===== src/rtl/int_fp_mul_arbiter_if.sv =====
// ---------------------------------------------------------------------------
// int_fp_mul_arbiter_if
//   Requester-side bundle of the shared int8/fp16 multiplier arbiter.
//   Parameter NUM_REQ sets the number of requester lanes.
//
//   Handshake semantics (both directions): a transfer happens on a rising clk
//   edge where valid[i] and ready[i] are both 1. valid must not depend on
//   ready. The arbiter drives req_ready and rsp_valid as one-hot or zero.
//
//   req_valid  NUM_REQ      per-requester op valid         (master -> slave)
//   req_ready  NUM_REQ      per-requester accept           (slave  -> master)
//   req_mode   NUM_REQ      1 = fp16, 0 = int8             (master -> slave)
//   req_a      16*NUM_REQ   operand A, lane i at [16*i+:16](master -> slave)
//   req_b      16*NUM_REQ   operand B, same packing        (master -> slave)
//   rsp_valid  NUM_REQ      one-hot owner of head result   (slave  -> master)
//   rsp_ready  NUM_REQ      requester accepts result       (master -> slave)
//   rsp_c      16           head result                    (slave  -> master)
//   rsp_error  1            head error flag                (slave  -> master)
// ---------------------------------------------------------------------------
interface int_fp_mul_arbiter_if #(
  parameter int NUM_REQ = 4
);
  logic [NUM_REQ-1:0]    req_valid;
  logic [NUM_REQ-1:0]    req_ready;
  logic [NUM_REQ-1:0]    req_mode;
  logic [16*NUM_REQ-1:0] req_a;
  logic [16*NUM_REQ-1:0] req_b;
  logic [NUM_REQ-1:0]    rsp_valid;
  logic [NUM_REQ-1:0]    rsp_ready;
  logic [15:0]           rsp_c;
  logic                  rsp_error;

  modport slave (
    input  req_valid, req_mode, req_a, req_b, rsp_ready,
    output req_ready, rsp_valid, rsp_c, rsp_error
  );

  modport master (
    output req_valid, req_mode, req_a, req_b, rsp_ready,
    input  req_ready, rsp_valid, rsp_c, rsp_error
  );
endinterface


===== src/rtl/int_fp_mul_arbiter.sv =====
// ---------------------------------------------------------------------------
// int_fp_mul_arbiter
//   Shares one int_fp_mul unit among NUM_REQ requesters. At most one op is
//   issued per cycle, chosen round-robin. A tag pipe of LATENCY stages follows
//   each op through the multiplier; when the tag emerges, the result is pushed
//   into an output FIFO, which returns results strictly in issue order.
//   Issue is credit-limited (ops in flight + FIFO entries < DEPTH), so a
//   result always finds a free FIFO slot.
//
// Ports
//   clk, rst_n          clock / asynchronous active-low reset
//   bus (slave)         requester request/response lanes
//   mul_mode/a/b  out   operands to the shared multiplier (0 when idle)
//   mul_c, mul_error in multiplier result, LATENCY cycles after operands
//   err_count     out   saturating count of fp16 results with error set
//   busy          out   an op is in flight or the FIFO holds a result
// ---------------------------------------------------------------------------
module int_fp_mul_arbiter #(
  parameter int NUM_REQ = 4,
  parameter int LATENCY = 1
) (
  input  logic                       clk,
  input  logic                       rst_n,
  int_fp_mul_arbiter_if.slave        bus,
  output logic                       mul_mode,
  output logic [15:0]                mul_a,
  output logic [15:0]                mul_b,
  input  logic [15:0]                mul_c,
  input  logic                       mul_error,
  output logic [15:0]                err_count,
  output logic                       busy
);

  localparam int DEPTH = LATENCY + 2;
  localparam int IDW   = $clog2(NUM_REQ);
  localparam int CW    = $clog2(DEPTH + 1);
  localparam int PW    = $clog2(DEPTH);
  localparam logic [CW:0] DEPTH_C = (CW+1)'(DEPTH);

  // ---------------------------------------------------------------------
  // Arbitration
  // ---------------------------------------------------------------------
  logic [IDW-1:0] rr_ptr;
  logic [IDW-1:0] gnt_id;
  logic [IDW:0]   cand;
  logic           found;
  logic           issue_ok;
  logic           grant;
  logic [CW-1:0]  inflight;
  logic [CW-1:0]  fifo_count;
  logic [CW:0]    credit_used;

  assign credit_used = {1'b0, inflight} + {1'b0, fifo_count};
  assign issue_ok    = credit_used < DEPTH_C;

  // Search from rr_ptr upward with wrap; the first valid requester wins.
  always_comb begin
    found  = 1'b0;
    gnt_id = '0;
    cand   = '0;
    for (int i = 0; i < NUM_REQ; i++) begin
      cand = {1'b0, rr_ptr} + (IDW+1)'(i);
      if (cand >= (IDW+1)'(NUM_REQ)) cand = cand - (IDW+1)'(NUM_REQ);
      if (!found && bus.req_valid[cand[IDW-1:0]]) begin
        found  = 1'b1;
        gnt_id = cand[IDW-1:0];
      end
    end
  end

  // A grant is always a transfer: ready is only raised where valid is high.
  assign grant = found && issue_ok;

  always_comb begin
    bus.req_ready = '0;
    mul_a         = '0;
    mul_b         = '0;
    mul_mode      = 1'b0;
    for (int i = 0; i < NUM_REQ; i++) begin
      if (grant && gnt_id == IDW'(i)) begin
        bus.req_ready[i] = 1'b1;
        mul_a            = bus.req_a[16*i +: 16];
        mul_b            = bus.req_b[16*i +: 16];
        mul_mode         = bus.req_mode[i];
      end
    end
  end

  always_ff @(posedge clk or negedge rst_n) begin
    if (!rst_n) begin
      rr_ptr <= '0;
    end else if (grant) begin
      rr_ptr <= (gnt_id == IDW'(NUM_REQ-1)) ? '0 : gnt_id + IDW'(1);
    end
  end

  // ---------------------------------------------------------------------
  // Tag pipe: {valid, id, mode} travels alongside the multiplier latency
  // ---------------------------------------------------------------------
  logic           push_v;
  logic [IDW-1:0] push_id;
  logic           push_mode;

  generate
    if (LATENCY == 0) begin : g_comb
      // Combinational multiplier: result is captured in the issue cycle.
      assign push_v    = grant;
      assign push_id   = gnt_id;
      assign push_mode = mul_mode;
      assign inflight  = '0;
    end else begin : g_pipe
      logic [LATENCY-1:0] pv;
      logic [LATENCY-1:0] pmode;
      logic [IDW-1:0]     pid [LATENCY];

      always_ff @(posedge clk or negedge rst_n) begin
        if (!rst_n) begin
          pv       <= '0;
          pmode    <= '0;
          inflight <= '0;
          for (int k = 0; k < LATENCY; k++) pid[k] <= '0;
        end else begin
          pv[0]    <= grant;
          pmode[0] <= mul_mode;
          pid[0]   <= gnt_id;
          for (int k = 1; k < LATENCY; k++) begin
            pv[k]    <= pv[k-1];
            pmode[k] <= pmode[k-1];
            pid[k]   <= pid[k-1];
          end
          inflight <= inflight + CW'(grant) - CW'(pv[LATENCY-1]);
        end
      end

      assign push_v    = pv[LATENCY-1];
      assign push_id   = pid[LATENCY-1];
      assign push_mode = pmode[LATENCY-1];
    end
  endgenerate

  // ---------------------------------------------------------------------
  // Output FIFO
  // ---------------------------------------------------------------------
  logic [15:0]    fifo_c  [DEPTH];
  logic           fifo_e  [DEPTH];
  logic [IDW-1:0] fifo_id [DEPTH];
  logic [PW-1:0]  wr_ptr;
  logic [PW-1:0]  rd_ptr;
  logic           nonempty;
  logic [IDW-1:0] head_id;
  logic           pop;
  logic           push_err;

  // The multiplier error flag is only meaningful for fp16 ops.
  assign push_err = mul_error & push_mode;
  assign nonempty = fifo_count != '0;
  assign head_id  = fifo_id[rd_ptr];
  // Only the owner's ready can pop the head; other ready bits are ignored.
  assign pop      = nonempty && bus.rsp_ready[head_id];

  always_ff @(posedge clk) begin
    if (push_v) begin
      fifo_c[wr_ptr]  <= mul_c;
      fifo_e[wr_ptr]  <= push_err;
      fifo_id[wr_ptr] <= push_id;
    end
  end

  always_ff @(posedge clk or negedge rst_n) begin
    if (!rst_n) begin
      wr_ptr     <= '0;
      rd_ptr     <= '0;
      fifo_count <= '0;
    end else begin
      if (push_v) wr_ptr <= (wr_ptr == PW'(DEPTH-1)) ? '0 : wr_ptr + PW'(1);
      if (pop)    rd_ptr <= (rd_ptr == PW'(DEPTH-1)) ? '0 : rd_ptr + PW'(1);
      fifo_count <= fifo_count + CW'(push_v) - CW'(pop);
    end
  end

  // Storage is not reset, so outputs are gated by occupancy.
  always_comb begin
    bus.rsp_valid = '0;
    for (int i = 0; i < NUM_REQ; i++) begin
      bus.rsp_valid[i] = nonempty && (head_id == IDW'(i));
    end
    bus.rsp_c     = nonempty ? fifo_c[rd_ptr] : 16'h0000;
    bus.rsp_error = nonempty ? fifo_e[rd_ptr] : 1'b0;
  end

  // ---------------------------------------------------------------------
  // Error counter and status
  // ---------------------------------------------------------------------
  always_ff @(posedge clk or negedge rst_n) begin
    if (!rst_n) begin
      err_count <= '0;
    end else if (push_v && push_err && err_count != 16'hFFFF) begin
      err_count <= err_count + 16'd1;
    end
  end

  assign busy = (inflight != '0) || nonempty;

  a_fifo_bound : assert property (@(posedge clk) disable iff (!rst_n)
    fifo_count <= CW'(DEPTH));

endmodule

===== src/flat_wrapper.sv =====
// flat-port wrapper written by rule: the top's interface ports become plain ports
module int_fp_mul_arbiter_flat 
#(
  parameter int NUM_REQ = 4,
  parameter int LATENCY = 1
)
  (clk, rst_n, mul_mode, mul_a, mul_b, mul_c, mul_error, err_count, busy, bus_req_valid, bus_req_mode, bus_req_a, bus_req_b, bus_rsp_ready, bus_req_ready, bus_rsp_valid, bus_rsp_c, bus_rsp_error);
  int_fp_mul_arbiter_if #(.NUM_REQ(NUM_REQ)) bus_i ();
  input  logic clk;
  input  logic rst_n;
  output logic mul_mode;
  output logic [15:0] mul_a;
  output logic [15:0] mul_b;
  input  logic [15:0] mul_c;
  input  logic mul_error;
  output logic [15:0] err_count;
  output logic busy;
  input wire logic [$bits(bus_i.req_valid)-1:0] bus_req_valid;
  input wire logic [$bits(bus_i.req_mode)-1:0] bus_req_mode;
  input wire logic [$bits(bus_i.req_a)-1:0] bus_req_a;
  input wire logic [$bits(bus_i.req_b)-1:0] bus_req_b;
  input wire logic [$bits(bus_i.rsp_ready)-1:0] bus_rsp_ready;
  output wire logic [$bits(bus_i.req_ready)-1:0] bus_req_ready;
  output wire logic [$bits(bus_i.rsp_valid)-1:0] bus_rsp_valid;
  output wire logic [$bits(bus_i.rsp_c)-1:0] bus_rsp_c;
  output wire logic [$bits(bus_i.rsp_error)-1:0] bus_rsp_error;
  assign bus_i.req_valid = bus_req_valid;
  assign bus_i.req_mode = bus_req_mode;
  assign bus_i.req_a = bus_req_a;
  assign bus_i.req_b = bus_req_b;
  assign bus_i.rsp_ready = bus_rsp_ready;
  assign bus_req_ready = bus_i.req_ready;
  assign bus_rsp_valid = bus_i.rsp_valid;
  assign bus_rsp_c = bus_i.rsp_c;
  assign bus_rsp_error = bus_i.rsp_error;
  int_fp_mul_arbiter #(.NUM_REQ(NUM_REQ), .LATENCY(LATENCY)) u_core (.clk(clk), .rst_n(rst_n), .bus(bus_i), .mul_mode(mul_mode), .mul_a(mul_a), .mul_b(mul_b), .mul_c(mul_c), .mul_error(mul_error), .err_count(err_count), .busy(busy));
endmodule

===== config.mk =====
export PLATFORM = sky130hd
export DESIGN_NAME = int_fp_mul_arbiter_flat
export DESIGN_NICKNAME = d
export VERILOG_FILES = /design/src/rtl/int_fp_mul_arbiter_if.sv /design/src/rtl/int_fp_mul_arbiter.sv /design/src/flat_wrapper.sv
export SDC_FILE = /design/constraint.sdc
export NUM_CORES = 1
export LEC_CHECK = 0
export CORE_ASPECT_RATIO = 0.5
export CORE_MARGIN = 1.5
export CORE_UTILIZATION = 30
export DETAILED_ROUTE_END_ITERATION = 10
export GPL_TIMING_DRIVEN = 0
export PLACE_DENSITY = 0.67
export REMOVE_ABC_BUFFERS = 1
export SLEW_MARGIN = 20
export SYNTH_ARGS = -nofsm -noshare
export SYNTH_HDL_FRONTEND = slang
export SYNTH_SLANG_ARGS = --single-unit

===== constraint.sdc =====
create_clock -name clk -period 7.6 [get_ports clk]
set_clock_uncertainty 0.05 [all_clocks]
set_input_delay 1.52 -clock clk [delete_from_list [all_inputs] [get_ports clk]]
set_output_delay 1.52 -clock clk [all_outputs]
set_load 0.005 [all_outputs]

# After elaboration in Yosys (flattened, before gate mapping)
# Memory sizes are Yosys's and may differ from the RTL's.
# Cells that the tools add are included.
[totals] romBits=0 output_inout_bits=75 ram_bits=57 input_bits=159 latch_bits=0 n_memories=3 elab_cells=116 register_bits=30
[memory_table] name="u_core.fifo_c" words=3 word_bits=16 rd=1 rd_clocked_by_memory_dff=0 write_ports=1 line="int_fp_mul_arbiter.sv:144" text="logic [15:0] fifo_c [DEPTH];"
[memory_table] name="u_core.fifo_id" words=3 word_bits=2 rd=1 rd_clocked_by_memory_dff=0 write_ports=1 line="int_fp_mul_arbiter.sv:146" text="logic [IDW-1:0] fifo_id [DEPTH];"
[memory_table] name="u_core.fifo_e" words=3 word_bits=1 rd=1 rd_clocked_by_memory_dff=0 write_ports=1 line="int_fp_mul_arbiter.sv:145" text="logic fifo_e [DEPTH];"
[op_classes] shifts=0 n_mul=0 n_addsub=16 reduce_logical=23 magnitude_cmp=10 bitwise=1 eq_ne=9 mux=45 div=0
[op_table] op="16-bit 2-to-1 mux" n=9
[op_table] op="2-bit 2-to-1 mux" n=11
[op_table] op="1-bit 2-to-1 mux" n=20
[op_table] op="16-bit by 1-bit adder with 16-bit output (second input constant)" n=1
[op_table] op="16-bit inequality test (second input constant)" n=1
[op_table] op="1-bit logical AND" n=15
[op_table] op="2-bit by 3-bit less-than comparator with 1-bit output (second input constant)" n=5
[op_table] op="2-bit equality test (second input constant)" n=6
[op_table] op="1-bit binary-select mux with 2-bit select" n=5
[op_table] op="3-bit greater-or-equal comparator (second input constant)" n=3
[op_table] op="2-bit by 1-bit subtractor with 2-bit output (second input constant)" n=4
[op_table] op="2-bit by 1-bit adder with 2-bit output (second input constant)" n=3
[op_table] op="2-bit by 2-bit adder with 3-bit output (second input constant)" n=2
[op_table] op="2-bit by 1-bit adder with 2-bit output" n=2
[op_table] op="2-bit by 1-bit equality test with 1-bit output (second input constant)" n=2
[op_table] op="2-bit zero test" n=2
[op_table] op="2-bit nonzero test" n=2
[op_table] op="2-bit by 1-bit subtractor with 2-bit output" n=2
[op_table] op="2-bit by 1-bit adder with 3-bit output (second input constant)" n=1
[op_table] op="2-bit by 2-bit adder with 3-bit output" n=1
[op_table] op="2-bit by 3-bit greater-or-equal comparator with 1-bit output (second input constant)" n=1
[op_table] op="1-bit zero test" n=3
[op_table] op="3-bit by 2-bit less-than comparator with 1-bit output (second input constant)" n=1
[op_table] op="1-bit bitwise AND" n=1
[op_table] op="1-bit logical OR" n=1

# Longest topological paths before layout
[depth] word_depth=20 depth_mapped=12

# Least setup slack after synthesis
# OpenSTA, ideal clock, no wires.
[synth_path] kind="input to output" from="in bus_req_valid[2]" to="out mul_b[10]" path_buffers=2 cell_stages=11 path_slack_ps=2735 t_arrival_ps=3295 cell_sequence="mux2i_1 > nor2_1 > nor3_1 > ha_1 > clkbuf_1 > clkbuf_1 > nand2_1 > o211ai_1 > o211a_1 > a21oi_1 > nor2_1"
[synth_between] elab_chain_cells=18
[synth_rtl] item="start: declaration" line="flat_wrapper.sv:18" text="input wire logic [$bits(bus_i.req_valid)-1:0] bus_req_valid;"
[synth_rtl] item="1-bit binary-select mux with 2-bit select" line="int_fp_mul_arbiter.sv:64" text="if (!found && bus.req_valid[cand[IDW-1:0]]) begin"
[synth_rtl] item="1-bit 2-to-1 mux (implied by the code)" line="int_fp_mul_arbiter.sv:64"
[synth_rtl] item="1-bit 2-to-1 mux" line="int_fp_mul_arbiter.sv:64"
[synth_rtl] item="1-bit zero test" line="int_fp_mul_arbiter.sv:64"
[synth_rtl] item="1-bit logical AND" line="int_fp_mul_arbiter.sv:64"
[synth_rtl] item="1-bit 2-to-1 mux" line="int_fp_mul_arbiter.sv:64"
[synth_rtl] item="1-bit zero test" line="int_fp_mul_arbiter.sv:64"
[synth_rtl] item="1-bit logical AND" line="int_fp_mul_arbiter.sv:64"
[synth_rtl] item="1-bit 2-to-1 mux" line="int_fp_mul_arbiter.sv:64"
[synth_rtl] item="1-bit zero test" line="int_fp_mul_arbiter.sv:64"
[synth_rtl] item="1-bit logical AND" line="int_fp_mul_arbiter.sv:64"
[synth_rtl] item="2-bit 2-to-1 mux (*)" line="int_fp_mul_arbiter.sv:64"
[synth_rtl] item="net u_core.gnt_id[0]" line="int_fp_mul_arbiter.sv:44" text="logic [IDW-1:0] gnt_id;"
[synth_rtl] item="2-bit zero test" line="int_fp_mul_arbiter.sv:80" text="if (grant && gnt_id == IDW'(i)) begin"
[synth_rtl] item="1-bit logical AND" line="int_fp_mul_arbiter.sv:80"
[synth_rtl] item="16-bit 2-to-1 mux (3 in a row)" line="int_fp_mul_arbiter.sv:80"
[synth_rtl] item="16-bit 2-to-1 mux (*)" line="int_fp_mul_arbiter.sv:80"
[synth_rtl] item="end: declaration" line="flat_wrapper.sv:13" text="output logic [15:0] mul_b;"
# Mark *: on every way through the listed nets, which the timed path passes. The rest lies on a longest branch. The select of a mux whose other input is x is not followed.

# Final worst setup path
[layout_path] from="in bus_req_valid[0]" to="out mul_a[3]"
[layout_between] elab_chain_cells=18
[layout_rtl] item="1-bit binary-select mux with 2-bit select" line="int_fp_mul_arbiter.sv:64"
[layout_rtl] item="1-bit 2-to-1 mux (implied by the code)" line="int_fp_mul_arbiter.sv:64"
[layout_rtl] item="1-bit 2-to-1 mux" line="int_fp_mul_arbiter.sv:64"
[layout_rtl] item="1-bit zero test" line="int_fp_mul_arbiter.sv:64"
[layout_rtl] item="1-bit logical AND" line="int_fp_mul_arbiter.sv:64"
[layout_rtl] item="1-bit 2-to-1 mux" line="int_fp_mul_arbiter.sv:64"
[layout_rtl] item="1-bit zero test" line="int_fp_mul_arbiter.sv:64"
[layout_rtl] item="1-bit logical AND" line="int_fp_mul_arbiter.sv:64"
[layout_rtl] item="1-bit 2-to-1 mux" line="int_fp_mul_arbiter.sv:64"
[layout_rtl] item="1-bit zero test" line="int_fp_mul_arbiter.sv:64"
[layout_rtl] item="1-bit logical AND" line="int_fp_mul_arbiter.sv:64"
[layout_rtl] item="2-bit 2-to-1 mux (*)" line="int_fp_mul_arbiter.sv:64"
[layout_rtl] item="net u_core.gnt_id[0]" line="int_fp_mul_arbiter.sv:44"
[layout_rtl] item="2-bit zero test" line="int_fp_mul_arbiter.sv:80"
[layout_rtl] item="1-bit logical AND" line="int_fp_mul_arbiter.sv:80"
[layout_rtl] item="16-bit 2-to-1 mux (3 in a row)" line="int_fp_mul_arbiter.sv:80"
[layout_rtl] item="16-bit 2-to-1 mux (*)" line="int_fp_mul_arbiter.sv:80"
[layout_rtl] item="end: declaration" line="flat_wrapper.sv:12" text="output logic [15:0] mul_a;"
# Marks and branches as above.

==> results.txt <==
----------------------------------------------------
[STA]
  Transition time at the pin with the least slew margin ... 1070 ps
  Worst-case headroom to the max-slew limit ... 28.6%
  Number of slew-limit violations in the final report ... 0
  Count of endpoints failing setup in the final report ... 0
  Unrepaired setup endpoints after global routing ... no
  Crit share post-route ... 92.2%
  Minimum clock period after layout ... 7010 ps
  Hold Fails Final Rpt ... 0
  F_max ... 143 MHz
  Hold WS ... 438 ps

[Yosys]
  Syn Inst Count ... 514
  Library cell with the largest summed area after synthesis ... sky130_fd_sc_hd__edfxtp_1
  Synthesis-stage register bit count ... 87
  Seq/Total Area, Yosys ... 49.3%
  Post-synthesis instance area ... 4990 sq um
  Most common cell in the synthesized netlist ... sky130_fd_sc_hd__nor2_1
  Number of enable-type register cells in the synthesized netlist ... 57
  Synth top area cells ... sky130_fd_sc_hd__edfxtp_1 34%, sky130_fd_sc_hd__dfrtp_1 15%, sky130_fd_sc_hd__nor2_1 6.0%
  Mean cell area of the mapped netlist ... 9.71 sq um
  Commonest register cell after synthesis ... sky130_fd_sc_hd__edfxtp_1
  Cell types with the highest counts after synthesis ... 80 x sky130_fd_sc_hd__nor2_1, 71 x sky130_fd_sc_hd__nand2_1, 57 x sky130_fd_sc_hd__edfxtp_1
  Count of unique library cells instantiated by Yosys ... 43
  Number of synthesis warnings ... 0
  Share of flip-flops with an asynchronous set or reset after synthesis ... 34.5%
  Share of the synthesized area in the top cell type ... 34.3%

[Route]
  Antenna Violating Nets Remaining ... 0
  Vias after detailed routing ... 4,617
  Count of TritonRoute iterations in the first routing pass ... 4
  Number of DRC markers after the initial detailed-route iteration ... 140
  DR WL/cell ... 15.0 microns
  Vias per std cell ... 4.78
  Total routed wirelength ... 14,500 microns
  Post-detailed-route DRC marker count ... 0

[Place]
  Number of input and output port buffers inserted ... 233
  Placer's final routability congestion estimate ... 0.738
  Final HPWL from detailed placement ... 10,700 microns
  Total placed cells including tap cells ... 950

[Floorplanning]
  Effective utilization at floorplan ... 30.6%
  Core Rows ... 33
  Area of the die ... 17,500 sq um
  Placeable core area ... 16,300 sq um
  Die width ... 185 microns
  Height of the die ... 94.2 microns
  Boundary pin count ... 234

[Worst setup path]
  Ordered list of cells on the worst path ... clkdlybuf4s50_1 -> mux2i_1 -> nor2_1 -> nor3_1 -> ha_2 -> clkinvlp_4 -> o211a_1 -> a21oi_1 -> nor2_1 -> clkdlybuf4s50_1
  Worst EP required ... 6030 ps
  WP buf/inv ... 3
  Worst setup slack for register-to-register paths ... 4450 ps
  Worst-path fanout max ... 37
  CP max-delay cell ... sky130_fd_sc_hd__ha_2
  R2r worst-path depth ... 10
  Type of the worst setup path ... primary input to output port
  Arr. time, crit path ... 5440 ps
  Top Family by Delay on Critical Path ... buffers and inverters
  Stages on the worst setup path ... 10
  Critical Path Max Stage Delay ... 850 ps
  Crit path launch type ... primary input
  Crit end category ... output port

[Power and ir drop]
  Static Leakage ... 3.12 nW
  Internal ... 1.82 mW
  Reg power frac ... 26.4%
  Worst-case vdd ir drop ... 0.145 mV
  Portion of total power attributed to the clock network ... 14.6%
  Part of the power in combinational logic ... 59.0%
  Switching power ... 1.10 mW
  Power per unit of standard cell area ... 369 nW/um^2
  Sw frac ... 37.6%

[CTS]
  Clock root buffer ... sky130_fd_sc_hd__clkbuf_16
  Clock insertion delay at the later pin of the skew report ... 320 ps
  Number of buffers inserted to repair setup after CTS ... 0
  Bufs on Longest Clock Path ... 2
  Number of CTS-inserted buffers ... 9
  Sink Count ... 87
  TritonCTS clock tree ... yes
  Clock-pin slew on the worst setup and hold paths ... 60 ps
  H-Tree Level Count ... 3

[Global routing]
  Global-route wire length before repair ... 21,800 microns
  Maximum number of pins on one net before global-route repair ... 65
  Number of antenna violations at the first check in global routing ... 0
  Global-route usage over all layers ... 16.0%
  Grt ovf ... 0
  Via count of the first global-routing pass ... 4,516

[Cells and area]
  Inserted Diodes ... 0
  Count of nets after finishing ... 904
  Proportion of layout cells with a drive suffix above 1 ... 6.50%
  Footprint of the multi-input gates ... 2360 sq um
  Final Non-Filler Cells ... 966
  Register cell area after layout ... 2460 sq um
  P&R area growth vs syn ... 58.4%
  Filler cells ... 1,530

[Run]
  # Max-Cap Violations ... 0

[Min path]
  Worst Hold Class ... flop to flop
  Count of cells along the worst hold path ... 0

[Status]
  Result of the run ... completed

----------------------------------------------------
## metrics by stage
| stage | setup slack (ps) | power [mW] | instance area (sq um) | util [%] | TNS, ps |
|---|---|---|---|---|---|
| after floorplan | 830 | 1.62 | 4840 | - | 0 |
| after global placement | -2380 | 2.43 | 7460 | 45.7 | -63760 |
| after detailed placement | 680 | 2.52 | 7600 | 46.6 | 0 |
| after CTS | 681 | 2.95 | 7900 | 48.4 | 0 |
| after global routing | 273 | 3.14 | 7900 | 48.5 | 0 |
| final | 591 | 2.92 | 7900 | 48.5 | 0 |
## path summary, 6_finish.rpt
kind,start,to
max,bus_req_valid[0],mul_a[3]
min,u_core.g_pipe.pid[1],u_core.fifo_id[0][1]
max reg2reg,u_core.rr_ptr[1],u_core.g_pipe.pmode
min reg2reg,u_core.g_pipe.pid[1],u_core.fifo_id[0][1]
max in group asynchronous,rst_n,u_core.rd_ptr[0]
min in group asynchronous,rst_n,u_core.g_pipe.pmode
## registers in the layout (all words and copies together) (netlist names)
register and flops:
u_core.g_pipe.pv 1, u_core.g_pipe.pmode 1, u_core.g_pipe.pid 2, u_core.fifo_count 2, u_core.err_count 16, u_core.rr_ptr 2, u_core.fifo_c 48, u_core.fifo_e 3
u_core.wr_ptr 2, u_core.inflight 2, u_core.fifo_id 6, u_core.rd_ptr 2
## cells in the final DEF, fill, tap and decap left out, types with 4 or more instances in the layout
cell type / netlist / layout
sky130_fd_sc_hd__xnor2_1: 13 / 13
sky130_fd_sc_hd__nand4_1: 7 / 7
sky130_fd_sc_hd__nand3_1: 5 / 5
sky130_fd_sc_hd__a21oi_1: 54 / 54
sky130_fd_sc_hd__edfxtp_1: 57 / 57
sky130_fd_sc_hd__and2_1: 4 / 4
sky130_fd_sc_hd__nor2_1: 80 / 78
sky130_fd_sc_hd__xor2_1: 5 / 5
sky130_fd_sc_hd__ha_1: 10 / 7
sky130_fd_sc_hd__o211ai_1: 30 / 30
sky130_fd_sc_hd__mux2i_1: 23 / 23
sky130_fd_sc_hd__a211oi_1: 5 / 5
sky130_fd_sc_hd__buf_4: 0 / 4
sky130_fd_sc_hd__buf_2: 6 / 4
sky130_fd_sc_hd__o211a_1: 30 / 30
sky130_fd_sc_hd__nand2_1: 71 / 71
sky130_fd_sc_hd__nor3_1: 11 / 10
sky130_fd_sc_hd__clkbuf_16: 0 / 9
sky130_fd_sc_hd__inv_1: 10 / 9
sky130_fd_sc_hd__clkdlybuf4s50_1: 0 / 232
sky130_fd_sc_hd__dfrtp_1: 30 / 28
## final cells by class
type,instances,area share [%]
flip-flops and latches,87,31.2
repair buffers,245,30.9
multi-input cells,379,29.9
well taps,227,3.59
clock buffers,9,2.85
clock inverters,7,0.918
inverters,12,0.617
## per-layer routing
metal / vias to the layer above / share of wire, % / GRT usage, %
met5: - / 0 / 0
met4: 0 / 1.7 / 4.47
met3: 18 / 4.9 / 3.33
met2: 123 / 51 / 29.9
met1: 2183 / 42 / 18.4
li1: 2293 / - / -
## power by group through the flow
stage	registers, mW	logic (mW)	clock network (mW)
global placement	0.776	1.66	0
global route	0.788	1.89	0.455
floorplan	0.744	0.879	0
CTS	0.771	1.75	0.434
detailed placement	0.780	1.74	0
finish	0.769	1.72	0.425
## cells by family (layout without fill, tap and decap cells)
group / after synthesis / in the layout / share of synthesized area [%]
AO/OA/AOI/OAI: 133 / 133 / 18.9
XOR/XNOR: 18 / 18 / 3.16
adder cells (fa/ha/maj): 11 / 11 / 2.91
buffers and inverters: 48 / 273 / 3.91
flip-flops: 87 / 87 / 49.3
multiplexers: 27 / 27 / 5.67
AND/OR/NAND/NOR: 190 / 190 / 16.1
## repair_timing
item,in CTS,in global routing
hold buffers,0,0
endpoints found under the hold margin,0,0
setup endpoints to repair,0,10
resized for setup,0,1
Power figures use the tool's default switching activity.
